==> config.mk <==
export PLATFORM = sky130hd
export DESIGN_NAME = id_ex_stage_reg
export DESIGN_NICKNAME = d
export VERILOG_FILES = /design/src/rtl/mips_pkg.sv /design/src/rtl/load_use_detect.sv /design/src/rtl/id_ex_stage_reg.sv
export SDC_FILE = /design/constraint.sdc
export NUM_CORES = 1
export LEC_CHECK = 0
export BUFFER_PORTS_ARGS = -buffer_cell sky130_fd_sc_hd__buf_2
export CELL_PAD_IN_SITES_DETAIL_PLACEMENT = 1
export CELL_PAD_IN_SITES_GLOBAL_PLACEMENT = 2
export CORE_ASPECT_RATIO = 1.4
export CORE_MARGIN = 2
export CORE_UTILIZATION = 21
export DETAILED_ROUTE_END_ITERATION = 8
export PLACE_DENSITY = 0.81
export SYNTH_ARGS = -nofsm -noshare
export SYNTH_HDL_FRONTEND = slang
export SYNTH_HIERARCHICAL = 1
export SYNTH_SLANG_ARGS = --single-unit
==> constraint.sdc <==
create_clock -name clk -period 2 [get_ports clk]
set_input_delay 0.1 -clock clk [delete_from_list [all_inputs] [get_ports clk]]
set_output_delay 0.1 -clock clk [all_outputs]
set_load 0.02 [all_outputs]
==> src/rtl/mips_pkg.sv <==
// Shared definitions for the 5-stage MIPS pipeline: control-word layout,
// datapath width defaults and the bubble control encoding.
package mips_pkg;

  localparam int DEF_DWIDTH = 32;
  localparam int DEF_RWIDTH = 5;
  localparam int CTRL_W     = 9;

  // Bit positions inside the 9-bit decoded control word
  localparam int CTRL_REG_WRITE = 8;
  localparam int CTRL_MEM_TO_REG = 7;
  localparam int CTRL_MEM_READ  = 6;
  localparam int CTRL_MEM_WRITE = 5;
  localparam int CTRL_BRANCH    = 4;
  localparam int CTRL_ALU_SRC   = 3;
  localparam int CTRL_REG_DST   = 2;
  localparam int CTRL_ALU_OP    = 0;

  localparam logic [CTRL_W-1:0] CTRL_BUBBLE = 9'b0_0000_0000;

  function automatic logic ctrl_is_load(input logic [CTRL_W-1:0] ctrl);
    return ctrl[CTRL_MEM_READ];
  endfunction

endpackage

==> src/rtl/load_use_detect.sv <==
// Combinational load-use hazard equation: a valid load in EX whose
// destination (rt, non-zero) is a source of the valid instruction in ID.
module load_use_detect #(
  parameter int RWIDTH = 5
) (
  input  logic              ex_valid,
  input  logic              ex_mem_read,
  input  logic [RWIDTH-1:0] ex_rt,
  input  logic              id_valid,
  input  logic [RWIDTH-1:0] id_rs,
  input  logic [RWIDTH-1:0] id_rt,
  input  logic              id_uses_rt,
  output logic              hazard
);

  logic rt_nonzero_s;
  logic src_match_s;

  // $0 is hard-wired zero, so a load targeting it never feeds anyone
  always_comb begin
    rt_nonzero_s = (ex_rt != {RWIDTH{1'b0}});
    src_match_s  = (ex_rt == id_rs) | (id_uses_rt & (ex_rt == id_rt));
    hazard       = ex_valid & ex_mem_read & rt_nonzero_s & id_valid & src_match_s;
  end

endmodule

==> src/rtl/id_ex_stage_reg.sv <==
// ID/EX pipeline register with load-use bubble insertion, external stall
// and flush. Optional saturating counters enabled by ID_EX_PERF_CNT_EN.
module id_ex_stage_reg
  import mips_pkg::*;
#(
  parameter int DWIDTH    = DEF_DWIDTH,
  parameter int RWIDTH    = DEF_RWIDTH,
  parameter int CNT_WIDTH = 16
) (
  input  logic                 clk,
  input  logic                 rst,
  input  logic                 flush,
  input  logic                 ex_stall,
  input  logic                 id_valid,
  input  logic [DWIDTH-1:0]    id_pc4,
  input  logic [DWIDTH-1:0]    id_rs_data,
  input  logic [DWIDTH-1:0]    id_rt_data,
  input  logic [DWIDTH-1:0]    id_imm,
  input  logic [RWIDTH-1:0]    id_rs,
  input  logic [RWIDTH-1:0]    id_rt,
  input  logic [RWIDTH-1:0]    id_rd,
  input  logic                 id_uses_rt,
  input  logic [CTRL_W-1:0]    id_ctrl,
  output logic                 ex_valid,
  output logic [DWIDTH-1:0]    ex_pc4,
  output logic [DWIDTH-1:0]    ex_rs_data,
  output logic [DWIDTH-1:0]    ex_rt_data,
  output logic [DWIDTH-1:0]    ex_imm,
  output logic [RWIDTH-1:0]    ex_rs,
  output logic [RWIDTH-1:0]    ex_rt,
  output logic [RWIDTH-1:0]    ex_rd,
  output logic [CTRL_W-1:0]    ex_ctrl,
  output logic                 id_stall,
  output logic [CNT_WIDTH-1:0] bubble_cnt,
  output logic [CNT_WIDTH-1:0] stall_cnt
);

  logic                valid_q,   valid_d;
  logic [DWIDTH-1:0]   pc4_q,     pc4_d;
  logic [DWIDTH-1:0]   rs_data_q, rs_data_d;
  logic [DWIDTH-1:0]   rt_data_q, rt_data_d;
  logic [DWIDTH-1:0]   imm_q,     imm_d;
  logic [RWIDTH-1:0]   rs_q,      rs_d;
  logic [RWIDTH-1:0]   rt_q,      rt_d;
  logic [RWIDTH-1:0]   rd_q,      rd_d;
  logic [CTRL_W-1:0]   ctrl_q,    ctrl_d;

  logic hazard_s;
  logic clear_s;
  logic load_s;

  load_use_detect #(.RWIDTH(RWIDTH)) u_load_use_detect (
    .ex_valid    (valid_q),
    .ex_mem_read (ctrl_is_load(ctrl_q)),
    .ex_rt       (rt_q),
    .id_valid    (id_valid),
    .id_rs       (id_rs),
    .id_rt       (id_rt),
    .id_uses_rt  (id_uses_rt),
    .hazard      (hazard_s)
  );

  // Flush beats stall; a hazard bubble only goes in once EX is free to move
  always_comb begin
    clear_s  = flush | (~ex_stall & hazard_s);
    load_s   = ~flush & ~ex_stall & ~hazard_s;
    id_stall = ~rst & ~flush & (ex_stall | hazard_s);
  end

  always_comb begin
    valid_d   = valid_q;
    pc4_d     = pc4_q;
    rs_data_d = rs_data_q;
    rt_data_d = rt_data_q;
    imm_d     = imm_q;
    rs_d      = rs_q;
    rt_d      = rt_q;
    rd_d      = rd_q;
    ctrl_d    = ctrl_q;
    if (clear_s) begin
      valid_d   = 1'b0;
      pc4_d     = {DWIDTH{1'b0}};
      rs_data_d = {DWIDTH{1'b0}};
      rt_data_d = {DWIDTH{1'b0}};
      imm_d     = {DWIDTH{1'b0}};
      rs_d      = {RWIDTH{1'b0}};
      rt_d      = {RWIDTH{1'b0}};
      rd_d      = {RWIDTH{1'b0}};
      ctrl_d    = CTRL_BUBBLE;
    end else if (load_s) begin
      valid_d   = id_valid;
      pc4_d     = id_pc4;
      rs_data_d = id_rs_data;
      rt_data_d = id_rt_data;
      imm_d     = id_imm;
      rs_d      = id_rs;
      rt_d      = id_rt;
      rd_d      = id_rd;
      ctrl_d    = id_valid ? id_ctrl : CTRL_BUBBLE;
    end else begin
      valid_d   = valid_q;
    end
  end

  always_ff @(posedge clk) begin
    if (rst) begin
      valid_q   <= 1'b0;
      pc4_q     <= {DWIDTH{1'b0}};
      rs_data_q <= {DWIDTH{1'b0}};
      rt_data_q <= {DWIDTH{1'b0}};
      imm_q     <= {DWIDTH{1'b0}};
      rs_q      <= {RWIDTH{1'b0}};
      rt_q      <= {RWIDTH{1'b0}};
      rd_q      <= {RWIDTH{1'b0}};
      ctrl_q    <= CTRL_BUBBLE;
    end else begin
      valid_q   <= valid_d;
      pc4_q     <= pc4_d;
      rs_data_q <= rs_data_d;
      rt_data_q <= rt_data_d;
      imm_q     <= imm_d;
      rs_q      <= rs_d;
      rt_q      <= rt_d;
      rd_q      <= rd_d;
      ctrl_q    <= ctrl_d;
    end
  end

  assign ex_valid   = valid_q;
  assign ex_pc4     = pc4_q;
  assign ex_rs_data = rs_data_q;
  assign ex_rt_data = rt_data_q;
  assign ex_imm     = imm_q;
  assign ex_rs      = rs_q;
  assign ex_rt      = rt_q;
  assign ex_rd      = rd_q;
  assign ex_ctrl    = ctrl_q;

`ifdef ID_EX_PERF_CNT_EN
  localparam logic [CNT_WIDTH-1:0] CNT_MAX = {CNT_WIDTH{1'b1}};
  localparam logic [CNT_WIDTH-1:0] CNT_ONE = {{(CNT_WIDTH-1){1'b0}}, 1'b1};

  logic [CNT_WIDTH-1:0] bubble_cnt_q, bubble_cnt_d;
  logic [CNT_WIDTH-1:0] stall_cnt_q,  stall_cnt_d;

  // Saturating event counters; they stick at all-ones rather than wrap
  always_comb begin
    bubble_cnt_d = bubble_cnt_q;
    stall_cnt_d  = stall_cnt_q;
    if (~flush & ~ex_stall & hazard_s & (bubble_cnt_q != CNT_MAX)) begin
      bubble_cnt_d = bubble_cnt_q + CNT_ONE;
    end else begin
      bubble_cnt_d = bubble_cnt_q;
    end
    if (~flush & ex_stall & (stall_cnt_q != CNT_MAX)) begin
      stall_cnt_d = stall_cnt_q + CNT_ONE;
    end else begin
      stall_cnt_d = stall_cnt_q;
    end
  end

  always_ff @(posedge clk) begin
    if (rst) begin
      bubble_cnt_q <= {CNT_WIDTH{1'b0}};
      stall_cnt_q  <= {CNT_WIDTH{1'b0}};
    end else begin
      bubble_cnt_q <= bubble_cnt_d;
      stall_cnt_q  <= stall_cnt_d;
    end
  end

  assign bubble_cnt = bubble_cnt_q;
  assign stall_cnt  = stall_cnt_q;
`else
  assign bubble_cnt = {CNT_WIDTH{1'b0}};
  assign stall_cnt  = {CNT_WIDTH{1'b0}};
`endif

endmodule

==> impl_metrics.toml, run 1 <==
[worst_hold_path]
whs_path_depth = 3
hp-start = "id_valid"
hold_end = "ex_valid$_SDFFE_PP0P_"
min-delay-path-class = "input port to register"

[sta]
max_freq_mhz = 469
rsz0062_at_grt = "yes"
min_period_ns = 2.13
fin_setup_tns_ns = -9.47
maxSlewViolCount = 0
finalCritPeriodShare_pct = 107
whs_ns = 0.164
fin_skew_ns = 0.0106
hold_violations = 0
worst_slack_ns = -0.133
setup_viol = 130

[floorplan]
row_count = 66
ios = 344
die_h_um = 186
die_x_um = 134
design.core.area_um2 = 23300
initial_core_util_pct = 21.4
dieArea_um2 = 25000

[power]
peakVddDrop_v = 0.000562
p_per_area_nw_per_um2 = 823
power.leakage_nw = 4.54
p_total_mw = 7.60

[logic_synthesis]
ys_warn_count = 6
synth.avg_cell_area_um2 = 12.6
synth_cells = 394
ys_ff_latch = 153
seq_area_frac_synth_pct = 61.6
syn_area_um2 = 4970
yosysUniqueCellTypes = 19

[setup_path]
worstPathArrival_ns = 2.49
r2r-start = "ex_rt[2]$_SDFFE_PP0P_"
max_stage_delay_ns = 0.53
reg2reg_to = "ex_pc4[8]$_SDFFE_PP0P_"
path_class = "register to register"
worstPathCellList = "or4_4 > o2111ai_2 > a21oi_2 > buf_4 > nor4_4 > buf_12 > buf_4 > a22o_1"
cp-start-kind = "register"
rr_worst_depth = 8
cp_max_fo = 24
path_common_cell = "buf_4"
cp_top_family = "simple AND/OR/NAND/NOR gates"
cp.required_ns = 2.36
rrSetupSlack_ns = -0.13
cp_slowest_cell = "or4_4"
end_kind = "register"
path_buf_inv = 3

[global_route]
track_usage_pct = 16.3
grt_max_degree = 69
grt_pass1_vias = 5589
grt_pass1_wl_um = 31100
antenna_found_initial = 0
gr-total-overflow = 0

[cts]
clk-insertion-delay-late_ns = 0.42
cts_buffers = 17
htree_levels = 4
cts.clk_slew.worst_paths_ns = 0.07
clk_path_buf_depth = 2
root_buffer = "clkbuf_16"
clock_sinks = 153
cts_tree = "built"

[routing]
vias_per_cell = 4.32
drt_iter0_markers = 107
via_count = 5160
routedWlPerCell_um = 17.5
ant_nets = 0
drc = 0
drt_wl_total_um = 20900
drt_pass1_iterations = 4

[final_layout]
layout-drive-gt1-share_pct = 43.6
area_growth_pct = 85.5
layoutNonFillerInstCount = 1195
utilization_pct = 39.6
diodes = 0
fin_area_um2 = 9230
nets = 1034
fillers = 2612

[placement]
pre_cts_ws_ns = -0.0554
gp_congestion = 0.733
dpl.cell_count = 1006
dp_hpwl_um = 12600
dpl_cell_area_um2 = 6980
port_buffers = 311

[run_status]
status = "finished with violations"
violations = "negative setup slack"

[job]
cap_viol_max_count = 0
worst reg2reg max path: cells and delay by family (launching register included):
family | cells | cell delay, ns
buf+inv | 3 | 0.58
compound gates | 3 | 0.40
flops | 1 | 0.33
simple gates | 2 | 0.75
worst max-delay path by stage:
stage / slack, ns / from / cells after the start / end
detailed placement: -0.06 / ex_rt[3]$_SDFFE_PP0P_ / 8 / ex_ctrl[8]$_SDFFE_PP0P_
CTS: -0.11 / ex_rt[2]$_SDFFE_PP0P_ / 8 / ex_ctrl[8]$_SDFFE_PP0P_
global placement: 0.03 / ex_rt[3]$_SDFFE_PP0P_ / 8 / ex_ctrl[0]$_SDFFE_PP0P_
global route: -0.23 / ex_rt[2]$_SDFFE_PP0P_ / 8 / ex_pc4[7]$_SDFFE_PP0P_
floorplan: -0.0002 / ex_rt[2]$_SDFFE_PP0P_ / 7 / ex_pc4[0]$_SDFFE_PP0P_
finish: -0.13 / ex_rt[2]$_SDFFE_PP0P_ / 8 / ex_pc4[8]$_SDFFE_PP0P_
per-layer routing:
| layer | GRT usage (%) | vias up | wire length [um] | part of all wire (%) |
|---|---|---|---|---|
| met5 | 0 | - | 0 | 0 |
| met4 | 7.66 | 0 | 592 | 2.8 |
| met3 | 5.28 | 34 | 1590 | 7.6 |
| met2 | 29.7 | 279 | 11000 | 53 |
| met1 | 17.0 | 2446 | 7710 | 37 |
| li1 | - | 2401 | - | - |
layout make-up:
class | instances | area [um^2] | share of cell area (%)
timing repair buffer | 498 | 3490 | 37.8
sequential | 153 | 3070 | 33.2
multi-input combinational | 206 | 1670 | 18.1
clock buffer | 19 | 443 | 4.80
tap | 306 | 383 | 4.15
clock inverter | 13 | 176 | 1.91
logic make-up after synthesis:
kind of cell	after synthesis	synth area share, %
AOI/OAI and AO/OA	155	27.4
and+or+nand+nor	9	1.33
DFF	153	61.6
other	1	0.0754
xor gates and xnor gates	10	1.76
buffers and inverters	66	7.82
where the power goes:
group          internal (mW)  total (mW)  switching, mW
combinational          0.503       0.981          0.478
sequential              3.15        3.21         0.0576
clock                   2.11        3.41           1.30
cells in the mapped netlist:
master / count / area (um^2)
a21oi_1: 1 / 5.00
a22o_1: 144 / 1260
a32o_1: 9 / 90.1
buf_1: 1 / 3.75
buf_2: 17 / 85.1
buf_4: 32 / 240
clkbuf_1: 16 / 60.1
conb_1: 1 / 3.75
dfxtp_1: 153 / 3060
nand3_1: 2 / 10.0
nor2_1: 1 / 3.75
nor3_1: 2 / 10.0
nor3b_1: 1 / 7.51
nor4_1: 1 / 6.26
nor4_4: 1 / 21.3
o2111ai_1: 1 / 8.76
or4_1: 1 / 7.51
xnor2_1: 3 / 26.3
xor2_1: 7 / 61.3
sequential cells by signal (all words and copies together), names as in the netlist:
name	cells
ex_ctrl	9
ex_imm	32
ex_pc4	32
ex_rd	5
ex_rs	5
ex_rs_data	32
ex_rt	5
ex_rt_data	32
ex_valid	1
repair_timing:
action,CTS,global route
pin swaps,8,5
resized for setup,7,6
cloned,1,1
endpoints found under the setup margin,58,154
hold buffers,152,0
hold endpoints to repair,152,0
buffers inserted,5,1
placed cells by master, fill, tap and decap left out, types with 2 or more instances in the layout:
cell	n
clkinvlp_4	3
xnor2_1	2
nor3_1	2
dfxtp_2	4
buf_6	2
a22o_1	144
buf_4	23
dfxtp_1	149
nand3_1	2
buf_2	310
clkinv_2	5
a32o_1	9
conb_1	32
clkbuf_16	18
buf_12	9
xor2_1	7
bufinv_16	4
dlygate4sd3_1	152
(Power assumes the default switching activity.)
==> inputs of run 2 (changes only) <==
ABC_AREA = 1   (was unset)
PLACE_DENSITY = 0.82   (was 0.81)
==> run 2 against run 1 <==
Compared with the run above: the run now ends clean; sequential power barely moved; synthesized area rose by 45%; largest cell class unchanged; clock skew fell by 0.0032 ns; wire length rose by 34%; final cell count rose by 66%.
==> impl_metrics.toml, run 2 <==
[final_layout]
final_common_cell = "buf_2"
area_growth_pct = 59.0
layoutNonFillerInstCount = 1980
mostFrequentLayoutCells = "buf_2, nand2_1, nor2_1"
layout-drive-gt1-share_pct = 26.7
fin_area_um2 = 11500
nets = 1675

[power]
combPwrFrac_pct = 18.1
power.leakage_nw = 5.81
power.share.sequential_pct = 39.1
peakVddDrop_v = 0.000369
p_per_area_nw_per_um2 = 714
swShare_pct = 27.2
p_sw_mw = 2.23
pwr-share-clk_pct = 42.9
p_int_mw = 5.97

[floorplan]
die_h_um = 223
die_x_um = 161
row_count = 80
ios = 344
initial_core_util_pct = 21.2
dieArea_um2 = 35900
design.core.area_um2 = 34000

[routing]
ant_nets = 0
drt_iter0_markers = 373
drt_pass1_iterations = 4
via_count = 8311
drt_wl_total_um = 28000
routedWlPerCell_um = 14.1
vias_per_cell = 4.20
drc = 0

[cts]
htree_levels = 4
clock_sinks = 153
root_buffer = "clkbuf_16"
cts.clk_slew.worst_paths_ns = 0.06
clk-insertion-delay-late_ns = 0.44
cts_buffers = 17
clk_path_buf_depth = 2
cts_tree = "built"

[global_route]
grt_pass1_wl_um = 43400
grt_max_degree = 157
antenna_found_initial = 2
gr-total-overflow = 0
track_usage_pct = 15.1
grt_pass1_vias = 8433

[setup_path]
rr_worst_depth = 13
cp.required_ns = 1.90
cp_max_fo = 6
end_kind = "output pin"
worstPathArrival_ns = 1.80
crit_path_start = "ex_rt[3]$_SDFFE_PP0P_"
path_class = "register to output pin"
rrSetupSlack_ns = 0.12
reg2reg_to = "ex_rs_data[7]$_SDFFE_PP0P_"
cp-start-kind = "register"
r2r-start = "ex_rt[3]$_SDFFE_PP0P_"

[logic_synthesis]
synth.most_common_cell = "nand2_1"
syn_area_um2 = 7220
synth-main-ff-cell = "dfxtp_1"
synth_top_area_cell = "dfxtp_1"
synth_cells = 1094
ys_warn_count = 6
synth_edf_count = 0
async_flop_share_pct = 0
synth_area_leaders = "dfxtp_1, nand3_1, a21oi_1"
synth_common_cells = "nand2_1, nor2_1, inv_1"
synth.avg_cell_area_um2 = 6.60
synthDominantCellAreaShare_pct = 42.4
ys_ff_latch = 153
yosysUniqueCellTypes = 17
seq_area_frac_synth_pct = 42.4

[placement]
gp_congestion = 0.770
port_buffers = 311
dp_hpwl_um = 17800
dpl_cell_area_um2 = 9280
dpl.cell_count = 1803

[worst_hold_path]
min-delay-path-class = "input port to register"
whs_path_depth = 5
hold_end = "ex_rt_data[13]$_SDFFE_PP0P_"
hp-start = "id_rt_data[13]"

[job]
cap_viol_max_count = 0

[sta]
min_period_ns = 1.90
rsz0062_at_grt = "yes"
setup_viol = 0
tightest_slew_ns = 0.760
max_freq_mhz = 528
hold_violations = 0
finalCritPeriodShare_pct = 94.8
fin_skew_ns = 0.00738
maxSlewViolCount = 0
fin_setup_tns_ns = 0
slew_headroom_pct = 49.3

[run_status]
status = "completed"
## run 2: critical path, cell delays in order (launching register included)
cell and delay [ns]:
dfxtp_4 0.39, inv_4 0.05, nand2_2 0.05, nand2_2 0.04, nor2_1 0.10, nand3_1 0.10
a21oi_2 0.22, nor2_4 0.07, buf_12 0.13, nor2_4 0.08, buf_6 0.12
## run 2: power groups by stage
stage | Sequential (mW) | Combinational (mW) | Clock, mW
after floorplan | 3.39 | 0.670 | 0
after global placement | 3.27 | 1.20 | 0
after detailed placement | 3.27 | 1.22 | 0
after CTS | 3.20 | 1.45 | 3.67
after global routing | 3.21 | 1.64 | 3.77
final | 3.20 | 1.48 | 3.51
## run 2: cells by family (layout without fill, tap and decap cells)
family	count (synthesis)	after routing	synth area share [%]
and+or+nand+nor	510	511	29.5
DFF	153	153	42.4
xor gates and xnor gates	1	1	0.121
other	1	33	0.0519
buffers and inverters	275	677	17.2
AOI/OAI and AO/OA	154	154	10.7
## run 2: layout make-up
class	instances	area [um^2]
flip-flops and latches	153	3080
multi-input cells	698	3100
fillers	4285	22500
repair buffers	487	3500
diodes	1	2.50
clock inverters	8	144
well taps	451	564
clock buffers	22	474
inverters	160	613
## run 2: per-layer routing
metal / vias to the layer above / share of wire [%] / global-route usage (%)
met1: 3826 / 40 / 16.4
met5: - / 0.025 / 0
li1: 4170 / - / -
met4: 2 / 4.2 / 8.01
met3: 62 / 5.5 / 4.11
met2: 251 / 50 / 26.8
## run 2: stage by stage
step	util (%)	power, mW	hold WS, ns	setup WS, ns
finish	33.7	8.19	0.0256	0.104
global route	33.7	8.62	0.0100	-0.0385
CTS	33.3	8.32	0.000576	0.0192
detailed placement	27.3	4.50	0.427	0.0368
global placement	27.3	4.47	0.412	0.0487
floorplan	-	4.06	0.324	0.0837
## run 2: how the worst max path moves through the flow
stage / to / slack, ns / cells past startpoint
finish: id_stall / 0.10 / 10
CTS: id_stall / 0.02 / 10
floorplan: id_stall / 0.08 / 10
global route: id_stall / -0.04 / 10
global placement: ex_pc4[18]$_SDFFE_PP0P_ / 0.05 / 12
detailed placement: ex_pc4[18]$_SDFFE_PP0P_ / 0.04 / 12
## run 2: what timing repair did
item	CTS	global route
gates cloned	0	3
setup endpoints to repair	1	146
hold buffers	139	0
resized for setup	13	31
hold endpoints to repair	139	0
buffers inserted	4	1
pin swaps	3	14
